### config.mk
export PLATFORM = sky130hd
export DESIGN_NAME = trace_capture_flat
export DESIGN_NICKNAME = d
export VERILOG_FILES = /design/src/rtl/trace_capture_pkg.sv /design/src/rtl/trace_capture_if.sv /design/src/rtl/trace_capture_mem.sv /design/src/rtl/trace_capture.sv /design/src/flat_wrapper.sv
export SDC_FILE = /design/constraint.sdc
export NUM_CORES = 1
export LEC_CHECK = 0
export ABC_CLOCK_PERIOD_IN_PS = 27200
export CORE_MARGIN = 2
export CORE_UTILIZATION = 55
export DETAILED_ROUTE_END_ITERATION = 12
export DONT_BUFFER_PORTS = 1
export PLACE_DENSITY = 0.7
export SKIP_CTS_REPAIR_TIMING = 1
export SYNTH_ARGS = -nofsm -noshare
export SYNTH_HDL_FRONTEND = slang
export SYNTH_SLANG_ARGS = --single-unit
export TNS_END_PERCENT = 1
### constraint.sdc
create_clock -name clk -period 27.2 [get_ports clk]
set_input_delay 2.72 -clock clk [delete_from_list [all_inputs] [get_ports clk]]
set_output_delay 2.72 -clock clk [all_outputs]
set_load 0.01 [all_outputs]
### src/rtl/trace_capture_pkg.sv
// Shared types and constants for the retired-instruction trace buffer.
package trace_capture_pkg;

    typedef struct packed {
        logic [31:0] addr;
        logic [31:0] inst;
        logic [31:0] data;
    } trace_rec_t;

    localparam int          TRACE_DEPTH_DEFAULT = 8;
    localparam logic [15:0] DROP_CNT_MAX        = 16'hFFFF;

    // The drop counter holds at its maximum instead of wrapping back to zero.
    function automatic logic [15:0] drop_cnt_inc(input logic [15:0] v);
        return (v == DROP_CNT_MAX) ? v : v + 16'd1;
    endfunction

endpackage

### src/rtl/trace_capture_if.sv
// Bundle of trace input, capture control and dequeue/status signals.
interface trace_capture_if
    import trace_capture_pkg::*;
#(
    parameter int DEPTH = TRACE_DEPTH_DEFAULT
) ();
    logic                     trace_val;
    logic [31:0]              trace_addr;
    logic [31:0]              trace_inst;
    logic [31:0]              trace_data;
    logic                     en;
    logic                     clr;
    logic                     deq_val;
    logic                     deq_rdy;
    logic [31:0]              deq_addr;
    logic [31:0]              deq_inst;
    logic [31:0]              deq_data;
    logic [$clog2(DEPTH):0]   count;
    logic                     full;
    logic                     ovf;
    logic [15:0]              drop_cnt;

    modport master (
        output trace_val, trace_addr, trace_inst, trace_data, en, clr, deq_rdy,
        input  deq_val, deq_addr, deq_inst, deq_data, count, full, ovf, drop_cnt
    );

    modport slave (
        input  trace_val, trace_addr, trace_inst, trace_data, en, clr, deq_rdy,
        output deq_val, deq_addr, deq_inst, deq_data, count, full, ovf, drop_cnt
    );
endinterface

### src/rtl/trace_capture_mem.sv
// Record storage: synchronous write, combinational read, no reset on the array.
module trace_capture_mem
    import trace_capture_pkg::*;
#(
    parameter int DEPTH = TRACE_DEPTH_DEFAULT
) (
    input  logic                     clk,
    input  logic                     we_i,
    input  logic [$clog2(DEPTH)-1:0] waddr_i,
    input  trace_rec_t               wdata_i,
    input  logic [$clog2(DEPTH)-1:0] raddr_i,
    output trace_rec_t               rdata_o
);
    trace_rec_t mem_q [DEPTH];

    always_ff @(posedge clk) begin
        if (we_i) begin
            mem_q[waddr_i] <= wdata_i;
        end
    end

    assign rdata_o = mem_q[raddr_i];
endmodule

### src/rtl/trace_capture.sv
// Trace capture FIFO: buffers retired-instruction records, counts drops on overflow.
module trace_capture
    import trace_capture_pkg::*;
#(
    parameter int DEPTH = TRACE_DEPTH_DEFAULT
) (
    input  logic           clk,
    input  logic           rst,
    trace_capture_if.slave tc
);
    localparam int PTR_W = $clog2(DEPTH);
    localparam int CNT_W = PTR_W + 1;

    logic [PTR_W-1:0] wr_ptr_q, wr_ptr_d;
    logic [PTR_W-1:0] rd_ptr_q, rd_ptr_d;
    logic [CNT_W-1:0] count_q, count_d;
    logic             ovf_q, ovf_d;
    logic [15:0]      drop_cnt_q, drop_cnt_d;

    logic       deq_val;
    logic       full;
    logic       enq_try;
    logic       deq_fire;
    logic       enq_ok;
    logic       enq_drop;
    logic       mem_we;
    trace_rec_t wr_rec;
    trace_rec_t rd_rec;

    assign deq_val  = (count_q != '0);
    assign full     = (count_q == CNT_W'(DEPTH));
    assign enq_try  = tc.en & tc.trace_val;
    assign deq_fire = deq_val & tc.deq_rdy;
    // A full buffer still accepts when the head leaves on the same edge.
    assign enq_ok   = enq_try & (~full | deq_fire);
    assign enq_drop = enq_try & full & ~deq_fire;
    assign mem_we   = enq_ok & ~tc.clr;

    assign wr_rec = '{addr: tc.trace_addr, inst: tc.trace_inst, data: tc.trace_data};

    trace_capture_mem #(
        .DEPTH (DEPTH)
    ) u_mem (
        .clk     (clk),
        .we_i    (mem_we),
        .waddr_i (wr_ptr_q),
        .wdata_i (wr_rec),
        .raddr_i (rd_ptr_q),
        .rdata_o (rd_rec)
    );

    always_comb begin
        wr_ptr_d   = wr_ptr_q;
        rd_ptr_d   = rd_ptr_q;
        count_d    = count_q;
        ovf_d      = ovf_q;
        drop_cnt_d = drop_cnt_q;
        if (tc.clr) begin
            wr_ptr_d   = '0;
            rd_ptr_d   = '0;
            count_d    = '0;
            ovf_d      = 1'b0;
            drop_cnt_d = '0;
        end else begin
            if (enq_ok) begin
                wr_ptr_d = wr_ptr_q + 1'b1;
            end
            if (deq_fire) begin
                rd_ptr_d = rd_ptr_q + 1'b1;
            end
            count_d = count_q + CNT_W'(enq_ok) - CNT_W'(deq_fire);
            if (enq_drop) begin
                ovf_d      = 1'b1;
                drop_cnt_d = drop_cnt_inc(drop_cnt_q);
            end
        end
    end

    always_ff @(posedge clk or negedge rst) begin
        if (!rst) begin
            wr_ptr_q   <= '0;
            rd_ptr_q   <= '0;
            count_q    <= '0;
            ovf_q      <= 1'b0;
            drop_cnt_q <= '0;
        end else begin
            wr_ptr_q   <= wr_ptr_d;
            rd_ptr_q   <= rd_ptr_d;
            count_q    <= count_d;
            ovf_q      <= ovf_d;
            drop_cnt_q <= drop_cnt_d;
        end
    end

    // Head fields are forced to zero whenever nothing is buffered.
    assign tc.deq_val  = deq_val;
    assign tc.deq_addr = deq_val ? rd_rec.addr : 32'd0;
    assign tc.deq_inst = deq_val ? rd_rec.inst : 32'd0;
    assign tc.deq_data = deq_val ? rd_rec.data : 32'd0;
    assign tc.count    = count_q;
    assign tc.full     = full;
    assign tc.ovf      = ovf_q;
    assign tc.drop_cnt = drop_cnt_q;
endmodule

### src/flat_wrapper.sv
// flat-port wrapper written by rule: the top's interface ports become plain ports
module trace_capture_flat import trace_capture_pkg::*;
#(
    parameter int DEPTH = TRACE_DEPTH_DEFAULT
)
  (clk, rst, tc_trace_val, tc_trace_addr, tc_trace_inst, tc_trace_data, tc_en, tc_clr, tc_deq_rdy, tc_deq_val, tc_deq_addr, tc_deq_inst, tc_deq_data, tc_count, tc_full, tc_ovf, tc_drop_cnt);
  trace_capture_if #(.DEPTH(DEPTH)) tc_i ();
  input  logic clk;
  input  logic rst;
  input wire logic [$bits(tc_i.trace_val)-1:0] tc_trace_val;
  input wire logic [$bits(tc_i.trace_addr)-1:0] tc_trace_addr;
  input wire logic [$bits(tc_i.trace_inst)-1:0] tc_trace_inst;
  input wire logic [$bits(tc_i.trace_data)-1:0] tc_trace_data;
  input wire logic [$bits(tc_i.en)-1:0] tc_en;
  input wire logic [$bits(tc_i.clr)-1:0] tc_clr;
  input wire logic [$bits(tc_i.deq_rdy)-1:0] tc_deq_rdy;
  output wire logic [$bits(tc_i.deq_val)-1:0] tc_deq_val;
  output wire logic [$bits(tc_i.deq_addr)-1:0] tc_deq_addr;
  output wire logic [$bits(tc_i.deq_inst)-1:0] tc_deq_inst;
  output wire logic [$bits(tc_i.deq_data)-1:0] tc_deq_data;
  output wire logic [$bits(tc_i.count)-1:0] tc_count;
  output wire logic [$bits(tc_i.full)-1:0] tc_full;
  output wire logic [$bits(tc_i.ovf)-1:0] tc_ovf;
  output wire logic [$bits(tc_i.drop_cnt)-1:0] tc_drop_cnt;
  assign tc_i.trace_val = tc_trace_val;
  assign tc_i.trace_addr = tc_trace_addr;
  assign tc_i.trace_inst = tc_trace_inst;
  assign tc_i.trace_data = tc_trace_data;
  assign tc_i.en = tc_en;
  assign tc_i.clr = tc_clr;
  assign tc_i.deq_rdy = tc_deq_rdy;
  assign tc_deq_val = tc_i.deq_val;
  assign tc_deq_addr = tc_i.deq_addr;
  assign tc_deq_inst = tc_i.deq_inst;
  assign tc_deq_data = tc_i.deq_data;
  assign tc_count = tc_i.count;
  assign tc_full = tc_i.full;
  assign tc_ovf = tc_i.ovf;
  assign tc_drop_cnt = tc_i.drop_cnt;
  trace_capture #(.DEPTH(DEPTH)) u_core (.clk(clk), .rst(rst), .tc(tc_i));
endmodule
# Word level (Yosys, flattened, before mapping)
# Memory sizes are Yosys's and may differ from the RTL's.
# Index checks and enable logic that the tools add are counted.
# word_totals
out_inout_bits,119
register_bits,27
inputBits,102
memories,1
ramBits,768
# classes
bitwise,10
mux,15
eq_ne,3
n_reduce_logical,5
n_addsub,5
# memory_table
name,depth,word_bits,read_ports,rd_ports_with_merged_regs,write_ports,line_no,text
u_core.u_mem.mem_q,8,96,1,0,1,trace_capture_mem.sv:14,trace_rec_t mem_q [DEPTH];
# op_table
cell,n
32-bit two-way mux,3
16-bit two-way mux,3
"16-bit by 1-bit adder with 16-bit output, second input constant",1
"16-bit == test, second input constant",1
3-bit two-way mux,4
"3-bit by 1-bit adder with 3-bit output, second input constant",2
1-bit AND,6
2-bit nonzero test,3
4-bit by 1-bit adder with 4-bit output,1
"4-bit == test, second input constant",1
1-bit two-way mux,4
4-bit two-way mux,1
4-bit nonzero test,1
4-bit by 1-bit subtractor with 4-bit output,1
1-bit inverter,3
"2-bit != test, second input constant",1
2-bit AND reduction,1
1-bit bitwise OR,1

# Logic depth before layout (Yosys ltp)
# Gate-level depths: netlist of the first run.
# depth
word_depth,7
depth_mapped,12

# Cells and area by module
# A second synthesis of the first run with hierarchy kept.
# hier_totals
cells_unflattened,1389
area_unflattened_um2,31099.8
# modules_own_cells
module,n_inst,seq_area_each_um2,area_per_inst_um2,cells_each
trace_capture_mem,1,23062.1,28884.0,1123
trace_capture,1,675.6,2215.9,266

# Least setup slack after synthesis of the first run
# No wires, ideal clock.
# synth_timing
path_kind,input to register
from,in tc_en
to,mem u_core.u_mem.mem_q[0][0] in the netlist's numbering (enable)
stages,4
setup_slack_ns,16.326
t_arrival_ns,10.206
path_buffers,0
t_required_ns,26.532
setup_time_ns,0.668
cell_sequence,and2_0 -> a21boi_2 -> or3b_2 -> nor3_1
# synth_via
elab_chain_cells,5
# synth_rtl
element,line_no,text
"start, declared",flat_wrapper.sv:14,input wire logic [$bits(tc_i.en)-1:0] tc_en;
1-bit AND,trace_capture.sv:32,assign enq_try = tc.en & tc.trace_val;
1-bit AND,trace_capture.sv:35,assign enq_ok = enq_try & (~full | deq_fire);
1-bit AND,trace_capture.sv:37,assign mem_we = enq_ok & ~tc.clr;
1-bit two-way mux,trace_capture_mem.sv:17,if (we_i) begin
1-bit two-way mux (implied by the code),trace_capture_mem.sv:18,mem_q[waddr_i] <= wdata_i;
"end, declared",trace_capture_mem.sv:14,
# No other way between the ends.

# Final worst setup path of the first run
# layout_timing
from,reg u_core.rd_ptr_q[0]
to,out tc_deq_data[2]
# layout_via
elab_chain_cells,2
# layout_rtl
element,line_no,text
"start, declared",trace_capture.sv:15,"logic [PTR_W-1:0] rd_ptr_q, rd_ptr_d;"
"start signal, assigned",trace_capture.sv:88,rd_ptr_q <= rd_ptr_d;
memory read 8 x 96 bit,n/a,
32-bit two-way mux,trace_capture.sv:99,assign tc.deq_data = deq_val ? rd_rec.data : 32'd0;
"end, declared",flat_wrapper.sv:20,output wire logic [$bits(tc_i.deq_data)-1:0] tc_deq_data;
# No other way between the ends.

==> results.md, run 1 <==
- Met3 Use GR: 5.832%
- Crit Path Category: flop to primary output
- Number of synthesized flops with an enable pin: 768
- Top cell type's share of synthesized area: 75.24%
- Synthesis-stage register bit count: 795
- Share of layout cells above drive strength 1: 23.45%
- Most frequent cell on the critical path: buf_4
- Core Region: 55,090 um2
- CP max stage cell: buf_4
- Placer Congestion: 0.7728
- Setup slack after layout: 20,520 ps
- Place WS: 20,940 ps
- TritonRoute pass-1 iters: 7
- CP Cell Sequence: buf_4 > buf_4 > mux4_2 > mux2i_1 > nor2_1
- TritonCTS Sinks: 795
- Nets: 1,540
- Post-synthesis cell area: 30,650 um2
- Largest net degree at the start of global routing: 70
- Status: finished clean
- Final HPWL DP: 31.57 mm
- Final min period: 6683 ps
- Worst Path Max Fanout: 46
- Ant diodes: 0
- Crit path arrival time: 3960 ps
- Most common cell after layout, fill and taps aside: edfxtp_1
- Remaining antenna violation count after routing: 0
- RR Startpoint: u_core.tc.count[2]
- Worst hold endpoint: u_core.tc.ovf
- Yosys warns: 0
- Initial Util: 55.64%
- MaxCap Viol Count: 0
- Setup TNS: 0 ps
- PwrDens: 88.12 nW/um2
- Worst-margin pin slew: 1134 ps
- Commonest non-fill, non-tap cells in the layout: edfxtp_1, mux4_2, nor2_1
- FP Rows: 86
- Worst Skew: 27.47 ps
- Worst-skew pair later-pin latency: 620 ps
- CTS tree: built
- Post-Syn Area per Cell: 22.00 um2
- R2R Path End: u_core.u_mem.mem_q[4][6]
- WL per Instance: 27.06 um
- Initial antenna violation count: 0
- Worst hold path class: flop to flop
- LEAKAGE: 10.36 nW
- WHS Path Cells: 2
- Clk root buf: clkbuf_16
- Pins Over Slew Limit: 0
- Global Route Usage Sum: 21.50%
- Tcrit/Tclk final: 24.57%
- Global route total overflow: 0
- Die area: 57,640 um2
- Global-route wire length before repair: 90.12 mm
- Met1 Resource Use GR: 28.73%
- Max stage delay on crit path: 850 ps
- Hold Fails Final Rpt: 0
- Fin area: 34,130 um2
- Die Width: 240.1 um
- Area Growth Syn to Fin: 11.35%
- Worst setup EP type: primary output
- Clock Tree Buf Depth: 3
- Grt met2 use: 35.55%
- Placed Instance Area: 31,530 um2
- Number of DRC markers in iteration 0: 1,081
- # port buffers: 0
- Top post-synthesis cells by area: edfxtp_1, mux4_2, mux2i_1
- Worst hold start: u_core.tc.ovf
- Worst Reg-to-Reg Cells: 8
- RSZ-0062 raised after global routing: no
- Yosys cell types: 43
- Die Y-Extent: 240.1 um
- Worst-path clk slew: 60 ps
- I/O pin cnt: 221
- Relative slew slack: 24.40%
- Reg area: 23,750 um2
- Max frequency: 149.6 MHz
- Asr flop ratio synth: 3.396%
- Multi-input gate area: 6624 um2
- Via count: 13,600
- Post-Syn Nets: 1,504
- FF-to-FF setup slack: 22,970 ps
- Post-Route WL: 60.50 mm
- CTS H-tree lvls: 3
- Most common flop cell mapped by yosys: edfxtp_1
- Critical path startpoint category: flop
- DRC viols: 0
- Setup violators final: 0
- Vias in the first global route: 14,380
- Drt via density: 6.080
- Synth area leader: edfxtp_1
- Max VDD drop: 0.00006300 V
- FILL cells: 3,773
- Cell count after synthesis: 1,393
- Crit path from: u_core.rd_ptr_q[0]
- CTS buffer count: 81
- GRT busiest layer: met2
- CP required: 24,480 ps
- Post-synthesis sequential area ratio: 77.44%
state kept, by name, summed over array words and instances (netlist names):
register,count
u_core.tc.drop_cnt,16
u_core.tc.ovf,1
u_core.u_mem.mem_q,768
u_core.rd_ptr_q,3
u_core.wr_ptr_q,3
u_core.tc.count,4
worst max-delay path: cells and delay by family, from the launching register on:
kind	cells	cell delay, ps
simple gates	1	140
buf+inv	2	1610
mux	2	910
flops	1	630
cells in the mapped netlist (8+ instances only):
cell type / instances
a21oi_1: 9
buf_1: 14
dfrtp_1: 27
nand3_1: 8
nor2b_1: 11
mux4_2: 192
buf_2: 28
clkbuf_1: 28
mux2_2: 9
inv_1: 9
mux2i_1: 97
nor2_1: 119
edfxtp_1: 768
ha_1: 8
cell families (layout without fill, tap and decap cells):
logic type | Yosys count | count (layout) | share of synthesized area, %
AO/OA/AOI/OAI | 21 | 21 | 0.4409
XOR/XNOR | 5 | 5 | 0.1429
adder cells (fa/ha/maj) | 9 | 9 | 0.3919
buffers and inverters | 81 | 176 | 1.143
flip-flops | 795 | 795 | 77.44
multiplexers | 298 | 298 | 17.61
AND/OR/NAND/NOR | 184 | 184 | 2.833
worst max-delay path by stage:
stage / end / slack (ps) / cells past startpoint
final: tc_deq_data[2] / 20520 / 5
after global routing: tc_deq_data[2] / 20050 / 5
after CTS: tc_deq_data[2] / 20270 / 5
after detailed placement: u_core.u_mem.mem_q[4][11] / 20940 / 6
after global placement: tc_deq_data[2] / 20940 / 5
after floorplan: u_core.u_mem.mem_q[0][0] / 16330 / 4
final cells by class:
| type | instances | area share [%] |
|---|---|---|
| Clock buffer | 104 | 6.408 |
| Multi-Input combinational cell | 517 | 19.41 |
| Tap cell | 748 | 2.742 |
| Timing Repair Buffer | 25 | 0.5499 |
| Sequential cell | 795 | 69.58 |
| Clock inverter | 38 | 1.210 |
| Inverter | 9 | 0.09898 |
where the power goes:
group / switching [mW] / total (mW) / internal (mW)
clock: 0.436 / 1.09 / 0.650
sequential: 0.0248 / 1.39 / 1.36
combinational: 0.306 / 0.535 / 0.229
stage by stage:
step                cells  util [%]  hold WS (ps)  power [mW]
floorplan            1393         -         543.6       1.841
detailed placement   2094     57.23         560.2       1.963
CTS                  2236     61.95         569.7       3.047
finish               2236     61.95         568.1       3.007
global route         2236     61.95         617.8       3.128
global placement     2094     57.23         553.5       1.958
layer usage:
| metal | share of wire [%] | up-vias |
|---|---|---|
| li1 | - | 5823 |
| met3 | 6.8 | 91 |
| met2 | 50 | 354 |
| met1 | 41 | 7327 |
| met5 | 0 | - |
| met4 | 1.8 | 0 |
Note: power is estimated with default switching activity, not from simulation.
==> inputs of run 2 (changes only) <==
--- a/config.mk
+++ b/config.mk
@@ -5,7 +5,8 @@
 export SDC_FILE = /design/constraint.sdc
 export NUM_CORES = 1
 export LEC_CHECK = 0
-export ABC_CLOCK_PERIOD_IN_PS = 27200
+export ABC_AREA = 1
+export ABC_CLOCK_PERIOD_IN_PS = 6850
 export CORE_MARGIN = 2
 export CORE_UTILIZATION = 55
 export DETAILED_ROUTE_END_ITERATION = 12
==> constraint.sdc (replaced) <==
create_clock -name clk -period 6.85 [get_ports clk]
set_input_delay 0.685 -clock clk [delete_from_list [all_inputs] [get_ports clk]]
set_output_delay 0.685 -clock clk [all_outputs]
set_load 0.01 [all_outputs]
==> results.md, run 2 <==
- Top post-synthesis cells by area: edfxtp_1, nor2_1, o21ai_0
- Cell count after placement: 3,122
- WHS Path Cells: 1
- Largest net degree at the start of global routing: 235
- CTS H-tree lvls: 3
- Worst Skew: 24.59 ps
- Die Y-Extent: 244.1 um
- FILL cells: 4,258
- Initial Util: 55.88%
- Place WS: 2301 ps
- Share of layout cells above drive strength 1: 6.170%
- Synthesis-stage register bit count: 795
- R2R Path End: u_core.u_mem.mem_q[2][56]
- Drt via density: 5.916
- Placer Congestion: 0.8578
- Global route total overflow: 0
- Via count: 19,340
- Share of total power in the clock network: 34.2%
- Max frequency: 190.8 MHz
- Global-route wire length before repair: 108.4 mm
- Initial antenna violation count: 0
- FP Rows: 87
- Max VDD drop: 0.0003567 V
- RR Startpoint: u_core.tc.count[2]
- I/O pin cnt: 221
- Commonest non-fill, non-tap cells in the layout: edfxtp_1, nor2_1, o21ai_0
- Final HPWL DP: 34.82 mm
- Crit Path Category: flop to primary output
- Post-Route WL: 71.74 mm
- Worst hold slack: 137.9 ps
- Total Power: 12.48 mW
- Hold Fails Final Rpt: 0
- CP required: 6160 ps
- Worst-skew pair later-pin latency: 620 ps
- Remaining antenna violation count after routing: 0
- Setup violators final: 0
- Pins Over Slew Limit: 0
- Post-synthesis sequential area ratio: 74.90%
- Logic pwr share: 21.7%
- Largest register FFs: 768
- TritonCTS Sinks: 795
- Worst hold path class: input port to flop
- Status: finished clean
- Tcrit/Tclk final: 76.53%
- Most common flop cell mapped by yosys: edfxtp_1
- Commonest cells post-synth: edfxtp_1, nor2_1, o21ai_0
- Worst Path Max Fanout: 113
- Area Growth Syn to Fin: 9.601%
- RSZ-0062 raised after global routing: no
- Most common cell after layout, fill and taps aside: edfxtp_1
- Most common cell in the netlist: edfxtp_1
- Clk root buf: clkbuf_16
- Final min period: 5242 ps
- Reg power frac: 44.1%
- Sw Share: 31.10%
- Top cell type's share of synthesized area: 72.77%
- Asr flop ratio synth: 3.396%
- Setup TNS: 0 ps
- Yosys warns: 0
- MaxCap Viol Count: 0
- FF-to-FF setup slack: 2640 ps
- Worst-margin pin slew: 1190 ps
- Worst setup EP type: primary output
- Die area: 59,560 um2
- Synth area leader: edfxtp_1
- Clock Tree Buf Depth: 3
- Nets: 2,562
- Die Width: 244.1 um
- Sw Pwr: 3.883 mW
- Setup slack after layout: 1608 ps
- CTS buffer count: 81
- Relative slew slack: 20.70%
- Crit path arrival time: 4560 ps
- Post-Syn Nets: 2,619
- Vias in the first global route: 18,940
- DRC viols: 0
- Multi-input gate area: 7099 um2
- Post-Syn Area per Cell: 12.64 um2
- WL per Instance: 21.95 um
- Cell count after synthesis: 2,508
- Number of synthesized flops with an enable pin: 768
- Core Region: 56,710 um2
- # port buffers: 0
- CTS tree: built
- Reg area: 23,750 um2
- Crit path from: u_core.rd_ptr_q[0]
- TritonRoute pass-1 iters: 5
- Yosys cell types: 34
- CP Capture Point: tc_deq_data[8]
- LEAKAGE: 11.56 nW
- Worst hold start: tc_clr
- Post-synthesis cell area: 31,690 um2
- Worst Reg-to-Reg Cells: 10
- Int Pwr: 8.602 mW
- Global Route Usage Sum: 23.70%
- Critical path startpoint category: flop
- Worst-path clk slew: 60 ps
- Non-Filler Instances: 3,268
- Largest register by flop count: u_core.u_mem.mem_q
- PwrDens: 359.4 nW/um2
- Ant diodes: 0
- Number of DRC markers in iteration 0: 1,853
## run 2: cell count changes in the layout (fill, tap and decap cells not counted), sizes merged, moves of 12 or more
cell and change:
nor2 +590, o21ai +397, mux4 -192, nand2 +162
mux2i -97, o211ai +96, o22ai +96, inv +18
nand3 +12
## run 2: final cells by class
class                           count  area share, %
Multi-Input combinational cell   1521          20.44
Clock buffer                      103          6.134
Inverter                           29         0.3530
Clock inverter                     41          1.189
Timing Repair Buffer               23         0.7925
Sequential cell                   795          68.37
Tap cell                          756          2.723
## run 2: logic make-up after synthesis
group / share of synthesized area (%)
AND/OR/NAND/NOR: 10.93
flip-flops: 74.90
AO/OA/AOI/OAI: 10.66
buffers and inverters: 2.914
adder cells (fa/ha/maj): 0.3790
XOR/XNOR: 0.2211
## run 2: critical path, cell delays in order (launching register included)
cell and delay (ps):
dfrtp_4 970, buf_4 980, buf_4 860, nor2_1 130
nor2_1 130, o21ai_0 120, o211ai_1 140, nand2_1 70
nor2_1 300
## run 2: power by group through the flow
stage / clock network, mW / registers, mW / logic, mW
6_report: 4.27 / 5.51 / 2.71
5_1_grt: 4.51 / 5.52 / 3.02
4_1_cts: 4.32 / 5.51 / 2.73
3_5_place_dp: 0 / 5.61 / 2.71
3_3_place_gp: 0 / 5.61 / 2.64
2_1_floorplan: 0 / 5.54 / 2.09
## run 2: per-stage QoR
| step | utilization [%] | area [um2] |
|---|---|---|
| 3_5_place_dp | 56.71 | 32160 |
| 3_3_place_gp | 56.71 | 32160 |
| 6_report | 61.25 | 34740 |
| 4_1_cts | 61.20 | 34710 |
| 5_1_grt | 61.25 | 34740 |
| 2_1_floorplan | - | 31690 |
## run 2: per-layer routing
metal / part of all wire (%) / track usage (%)
met1: 40 / 29.63
met4: 3.1 / 8.375
met2: 49 / 40.27
met5: 0 / 0
met3: 7.5 / 6.025
## run 2: worst min path at each step
stage / end / slack (ps)
floorplan: u_core.rd_ptr_q[0] / 390
global placement: u_core.tc.drop_cnt[9] / 390
detailed placement: u_core.tc.drop_cnt[9] / 390
CTS: u_core.tc.drop_cnt[13] / -270
global route: u_core.tc.count[1] / 110
finish: u_core.tc.count[1] / 140
